## config.mk

```make
export PLATFORM = sky130hd
export DESIGN_NAME = serial_rx_deserializer
export DESIGN_NICKNAME = d
export VERILOG_FILES = /design/src/rtl/serial_rx_deserializer.sv
export SDC_FILE = /design/constraint.sdc
export NUM_CORES = 1
export LEC_CHECK = 0
export BUFFER_PORTS_ARGS = -buffer_cell sky130_fd_sc_hd__buf_2
export CORE_MARGIN = 5
export CORE_UTILIZATION = 50
export CTS_CLUSTER_DIAMETER = 100
export DETAILED_ROUTE_END_ITERATION = 6
export GPL_TIMING_DRIVEN = 0
export PLACE_DENSITY = 0.79
export SLEW_MARGIN = 10
export SYNTH_ARGS = -nofsm -noshare
export SYNTH_HDL_FRONTEND = slang
export SYNTH_SLANG_ARGS = --single-unit
```

## constraint.sdc

```tcl
create_clock -name clk -period 2.6 [get_ports clk]
set_input_delay 0.26 -clock clk [delete_from_list [all_inputs] [get_ports clk]]
set_output_delay 0.26 -clock clk [all_outputs]
set_load 0.005 [all_outputs]
```

## src/rtl/serial_rx_deserializer.sv

```systemverilog
// Serial-in, parallel-out receiver. It takes idle-high frames (start 0,
// WIDTH data bits LSB first, stop 1) and presents each word with a
// valid/ready handshake. It also pulses flags for framing errors and overruns.
module serial_rx_deserializer #(
    parameter int WIDTH        = 8,
    parameter int CLKS_PER_BIT = 4
) (
    input  logic             clk,
    input  logic             rst,
    input  logic             serial_in,
    output logic [WIDTH-1:0] data_out,
    output logic             data_valid,
    input  logic             data_ready,
    output logic             frame_err,
    output logic             overrun,
    output logic             busy
);

    localparam int H  = CLKS_PER_BIT / 2;
    localparam int CW = $clog2(CLKS_PER_BIT);
    localparam int BW = $clog2(WIDTH + 1);

    typedef enum logic [2:0] {
        IDLE      = 3'd0,
        START     = 3'd1,
        DATA      = 3'd2,
        STOP      = 3'd3,
        WAIT_HIGH = 3'd4
    } state_t;

    state_t           state_q, state_d;
    logic [CW-1:0]    cnt_q, cnt_d;
    logic [BW-1:0]    bit_q, bit_d;
    logic [WIDTH-1:0] shreg_q, shreg_d;
    logic [WIDTH-1:0] dout_q, dout_d;
    logic             dv_q, dv_d;
    logic             fe_q, fe_d;
    logic             ov_q, ov_d;

    // State, counters, shift register and output registers
    always_ff @(posedge clk) begin
        if (rst) begin
            state_q <= IDLE;
            cnt_q   <= '0;
            bit_q   <= '0;
            shreg_q <= '0;
            dout_q  <= '0;
            dv_q    <= 1'b0;
            fe_q    <= 1'b0;
            ov_q    <= 1'b0;
        end else begin
            state_q <= state_d;
            cnt_q   <= cnt_d;
            bit_q   <= bit_d;
            shreg_q <= shreg_d;
            dout_q  <= dout_d;
            dv_q    <= dv_d;
            fe_q    <= fe_d;
            ov_q    <= ov_d;
        end
    end

    // Next-state logic: bit timing, sampling, word hand-off and flags
    always_comb begin
        state_d = state_q;
        cnt_d   = cnt_q;
        bit_d   = bit_q;
        shreg_d = shreg_q;
        dout_d  = dout_q;
        // A pending word is consumed by ready. The STOP branch can reassert valid.
        dv_d    = dv_q & ~data_ready;
        fe_d    = 1'b0;
        ov_d    = 1'b0;

        unique case (state_q)
            IDLE: begin
                if (!serial_in) begin
                    state_d = START;
                    cnt_d   = '0;
                end
            end
            // Entered on edge t0, so the counter reads H-1 at edge t0+H.
            START: begin
                if (cnt_q == CW'(H - 1)) begin
                    cnt_d   = '0;
                    state_d = serial_in ? IDLE : DATA;
                    bit_d   = '0;
                end else begin
                    cnt_d = cnt_q + 1'b1;
                end
            end
            // Each later sample point comes one full bit period after the previous one.
            DATA: begin
                if (cnt_q == CW'(CLKS_PER_BIT - 1)) begin
                    cnt_d = '0;
                    for (int i = 0; i < WIDTH - 1; i++)
                        shreg_d[i] = shreg_q[i+1];
                    shreg_d[WIDTH-1] = serial_in;
                    if (bit_q == BW'(WIDTH - 1)) begin
                        bit_d   = '0;
                        state_d = STOP;
                    end else begin
                        bit_d = bit_q + 1'b1;
                    end
                end else begin
                    cnt_d = cnt_q + 1'b1;
                end
            end
            STOP: begin
                if (cnt_q == CW'(CLKS_PER_BIT - 1)) begin
                    cnt_d = '0;
                    if (serial_in) begin
                        state_d = IDLE;
                        if (!dv_q || data_ready) begin
                            dout_d = shreg_q;
                            dv_d   = 1'b1;
                        end else begin
                            ov_d = 1'b1;
                        end
                    end else begin
                        fe_d    = 1'b1;
                        state_d = WAIT_HIGH;
                    end
                end else begin
                    cnt_d = cnt_q + 1'b1;
                end
            end
            // A held-low (break) line must not look like a new start bit.
            WAIT_HIGH: begin
                if (serial_in)
                    state_d = IDLE;
            end
            default: state_d = IDLE;
        endcase
    end

    assign data_out   = dout_q;
    assign data_valid = dv_q;
    assign frame_err  = fe_q;
    assign overrun    = ov_q;
    assign busy       = (state_q != IDLE);

endmodule
```

### Word-level counts from Yosys, hierarchy flattened

Cells that the tools add are included.

| storage, ports and cells | value |
|---|---|
| logic and storage cells | 65 |
| bits of input ports | 4 |
| flip-flop bits (word level) | 28 |

| operators by class | value |
|---|---|
| muxes and demuxes | 23 |
| add/subtract/negate cells | 2 |
| eq/ne operators | 13 |
| bitwise logic cells | 5 |
| reduce and logical (&&, ||, !) cells | 14 |

Operator list:

| cell | count |
|---|---|
| 2-to-1 mux 3 bit | 7 |
| one-hot mux 3 bit (5 select lines) | 1 |
| 2-to-1 mux 4 bit | 3 |
| != test 2 bit, second input constant | 6 |
| 2-to-1 mux 2 bit | 4 |
| one-hot mux 4 bit (2 select lines) | 1 |
| equality test 3 x 2 -> 1 bit, second input constant | 2 |
| 2-to-1 mux 1 bit | 6 |
| one-hot mux 2 bit (3 select lines) | 1 |
| AND reduction 6 bit | 1 |
| nonzero test 3 bit | 2 |
| adder 4 x 1 -> 4 bit, second input constant | 1 |
| equality test 4 x 3 -> 1 bit, second input constant | 1 |
| NOT 1 bit | 4 |
| AND reduction 2 bit | 2 |
| AND reduction 4 bit | 1 |
| OR reduction 4 bit | 1 |
| equality test 3 x 1 -> 1 bit, second input constant | 1 |
| equality test 3 bit, second input constant | 1 |
| logical NOT 3 bit | 1 |
| AND reduction 3 bit | 1 |
| OR reduction 3 bit | 1 |
| adder 2 x 1 -> 2 bit, second input constant | 1 |
| equality test 2 x 1 -> 1 bit, second input constant | 1 |
| other kinds (6) | 6 |

### Depth between registers and ports, before layout

| logic depth | value |
|---|---|
| word-level depth | 6 |
| depth in mapped cells | 6 |
| depth with buffers taken out | 5 |

### Worst setup path before layout

Ideal clock, no wire load.

| path | value |
|---|---|
| path type | register to register |
| start | register cnt_q[0] |
| end | register dout_q[0], in the netlist data_out[0] |
| library setup time | 72 ps |
| setup slack | 1,179 ps |
| path buffers | 2 |
| stages on the path, launching flop included | 7 |
| data required time | 2,528 ps |
| arrival time | 1,350 ps |
| cell sequence | dfxtp_1 ha_1 buf_4 nand3_1 and4bb_1 buf_6 mux2i_1 |

| between the ends | value |
|---|---|
| longest elaborated chain between the ends | 2 |

RTL lines:

| what | line | text |
|---|---|---|
| from (decl) | 32 | `logic [CW-1:0] cnt_q, cnt_d;` |
| from (signal assigned) | 53 | `cnt_q <= cnt_d;` |
| equality test 2 bit | 110 | `if (cnt_q == CW'(CLKS_PER_BIT - 1)) begin` |
| AND reduction 4 bit (no line) | - |  |
| to (signal assigned) | 56 | `dout_q <= dout_d;` |
| to (decl) | 35 | `logic [WIDTH-1:0] dout_q, dout_d;` |

No other way between the ends.
A chain may end at the register's enable or synchronous reset.

### Worst setup path after layout

| path | value |
|---|---|
| start | register state_q[1] |
| end | output busy |

| between the ends | value |
|---|---|
| longest elaborated chain between the ends | 1 |

RTL lines:

| what | line | text |
|---|---|---|
| from (decl) | 31 | `state_t state_q, state_d;` |
| from (signal assigned) | 52 | `state_q <= state_d;` |
| nonzero test 3 bit | 141 | `assign busy = (state_q != IDLE);` |
| to (decl) | 16 | `output logic busy` |

No other way between the ends.

==> summary.md <==
| Metric | Value |
|---|---|
| Final Util | 57.2% |
| Syn. warnings | 0 |
| P_int | 612 uW |
| TritonCTS Buffers | 3 |
| Worst rel slew slack | 75.7% |
| Antenna Violating Nets Remaining | 0 |
| Syn Inst Count | 141 |
| Lkg Pwr | 0.000580 uW |
| Comb power frac | 6.4% |
| CP max-delay cell | dfxtp_1 |
| Synth-to-Final Area Change | 11.6% |
| Register Area | 561 um^2 |
| Critical path capture point type | primary output |
| Detailed placement HPWL | 1860 um |
| Routed wire per std cell | 13.3 um |
| Sw power | 157 uW |
| EDFF count, synth | 0 |
| Die W | 62.7 um |
| TritonCTS Sinks | 28 |
| Power per Cell Area | 496 nW/um^2 |
| GPL Wtd Cong | 0.750 |
| Crit path max-delay family | flip-flops |
| Via count | 1,054 |
| GR Overflow Total | 0 |
| Largest net degree at the start of global routing | 17 |
| Seq/Total Area, Yosys | 40.4% |
| Setup Fix Bufs, Post-CTS | 0 |
| Final Setup Violations | 0 |
| Syn Nets | 150 |
| Rows | 19 |
| Final WL | 2530 um |
| Total chip power | 769 uW |
| WP data required | 2340 ps |
| Multi-input logic area | 752 um^2 |
| Setup TNS | 0 ps |
| Crit path launch | state_q[1] |
| Fin. Hold Viols | 0 |
| Die Area | 3930 um^2 |
| Fill cells | 245 |
| Cell variety after synth | 39 |
| Crit path buffers/inverters | 2 |
| Reg clk slew, reported paths | 140 ps |
| I/O Pins | 16 |
| Crit path max fanout | 10 |
| Post-CTS resize count | 0 |
| Worst Tran Pin Value | 360 ps |
| Peak supply drop | 0.000516 V |
| Hold-fix buffers, CTS | 0 |
| Port bufs | 14 |
| Clock tree buffer depth | 2 |
| Max-cap viol count | 0 |
| Root buffer cell | clkbuf_4 |
| Maximum clock rate | 0.587 GHz |
| Hold Path Class | in2reg |
| RSZ-0062 raised after global routing | false |
| All-layer global routing usage | 13.7% |
| Layout net count | 169 |
| Core area | 2710 um^2 |
| CTS H-tree lvls | 1 |
| CP peak stage delay | 410 ps |
| Reg2reg setup slack | 960 ps |
| Ys flop type | dfxtp_1 |
| End of the critical path | busy |
| Post-Syn Area | 1390 um^2 |
| Net Sw Frac | 20.4% |
| Via/cell ratio | 5.55 |
| Tcrit/Tclk final | 65.6% |
| Crit-path cells | buf_2 -> or3_1 -> buf_2 |
| Clock Latency Late Sink | 320 ps |
| R2R Path Start | cnt_q[0] |
| Yosys reg bits | 28 |
| Min cycle time layout | 1700 ps |
| Ys async rst share | 0% |
| Initial antenna violation count | 0 |
| Final slew viol count | 0 |
| Critical Path Source Type | flip-flop |
| WP depth | 3 |
| Crit Path Class | reg2out |
| CP arrival | 1440 ps |
| Flop pwr share | 57.1% |
| CTS tree | done |
| Layout cells sized above 1 | 18.2% |
| Initial DRC Count | 30 |
| Chip height | 62.7 um |
| WHS | 200 ps |
| Final routed DRC violation total | 0 |
| Syn avg cell area | 9.85 um^2 |
| Vias in the first global route | 1,036 |
| Number of diodes | 0 |
| First-pass GRT wire length | 4460 um |
| Share of total power in the clock network | 36.6% |
| Reg2reg path depth | 6 |
| Outcome | finished, final reports clean |
| Most used cell, CP | buf_2 |
| Clock skew | 3.48 ps |
| Initial Util | 51.2% |
| Critical R2R Capture | data_out[7] |
| Drt first pass iters | 4 |
==> final cells by class <==
cell class / instances / share of cell area [%]
multi-input combinational: 99 / 48.5
sequential: 28 / 36.2
timing repair buffer: 14 / 4.52
buffer: 10 / 3.95
tap: 31 / 2.50
clock inverter: 1 / 1.94
clock buffer: 3 / 1.45
inverter: 4 / 0.969
==> worst min-delay path by stage <==
stage	slack (ps)	endpoint	start	cells past startpoint
global route	180	frame_err	serial_in	2
detailed placement	460	data_out[0]	data_out[0]	2
global placement	450	data_out[3]	data_out[3]	2
floorplan	340	frame_err	serial_in	1
finish	200	frame_err	serial_in	2
CTS	180	frame_err	serial_in	2
==> placed cells by master, fill, tap and decap left out, types with 2 or more instances in the layout <==
cell and n:
dfxtp_1 28, nand2b_1 19, buf_2 18, mux2i_1 17
nor2_1 11, a21oi_1 6, ha_1 5, inv_1 4
nand3_1 4, nand3b_1 4, buf_4 3, clkbuf_4 3
clkbuf_1 2, and4bb_1 2, nor3_1 2, nor3b_1 2
o21ai_0 2, nor4bb_1 2, nor3_2 2, nand4b_1 2
==> metrics by stage <==
stage	worst slack [ps]	instances	area (um^2)
5_1_grt	808	190	1550
3_3_place_gp	1080	186	1500
2_1_floorplan	1180	141	1390
4_1_cts	883	190	1550
6_report	895	190	1550
3_5_place_dp	998	186	1500
==> power groups by stage <==
stage	Combinational [uW]	Sequential [uW]	Clock, uW
finish	49.0	439	281
global route	54.3	440	310
CTS	49.1	439	291
detailed placement	48.9	448	0
global placement	46.6	447	0
floorplan	36.7	446	0
==> Yosys cell counts (all sizes together), types with 3 or more instances <==
cell type,instances,area (um^2)
inv,4,15.0
nor2,11,41.3
nand3,4,20.0
nor3,4,30.0
o21ai,3,15.0
mux2i,17,170
nand3b,4,30.0
buf,8,53.8
dfxtp,28,561
a21oi,6,30.0
nand2b,19,119
ha,5,62.6
nor3b,3,27.5
==> layer usage <==
metal  part of all wire, %  track usage [%]
met2                    49             24.2
met3                   4.0             4.50
met4                   1.1             3.18
met5                     0                0
met1                    46             15.8
==> cells by family (layout without fill, tap and decap cells) <==
logic type,Yosys count,in the layout,share of synthesized area [%]
flops,28,28,40.4
mux,18,18,14.1
fa+ha+maj,5,5,4.50
simple gates,58,58,27.1
buf+inv,14,32,5.50
compound gates,18,18,8.38
==> state kept, by name, summed over array words and instances, names as in the netlist <==
register,flops
cnt_q,2
frame_err,1
shreg_q,8
overrun,1
state_q,3
data_out,8
data_valid,1
bit_q,4
(Power assumes the default switching activity.)
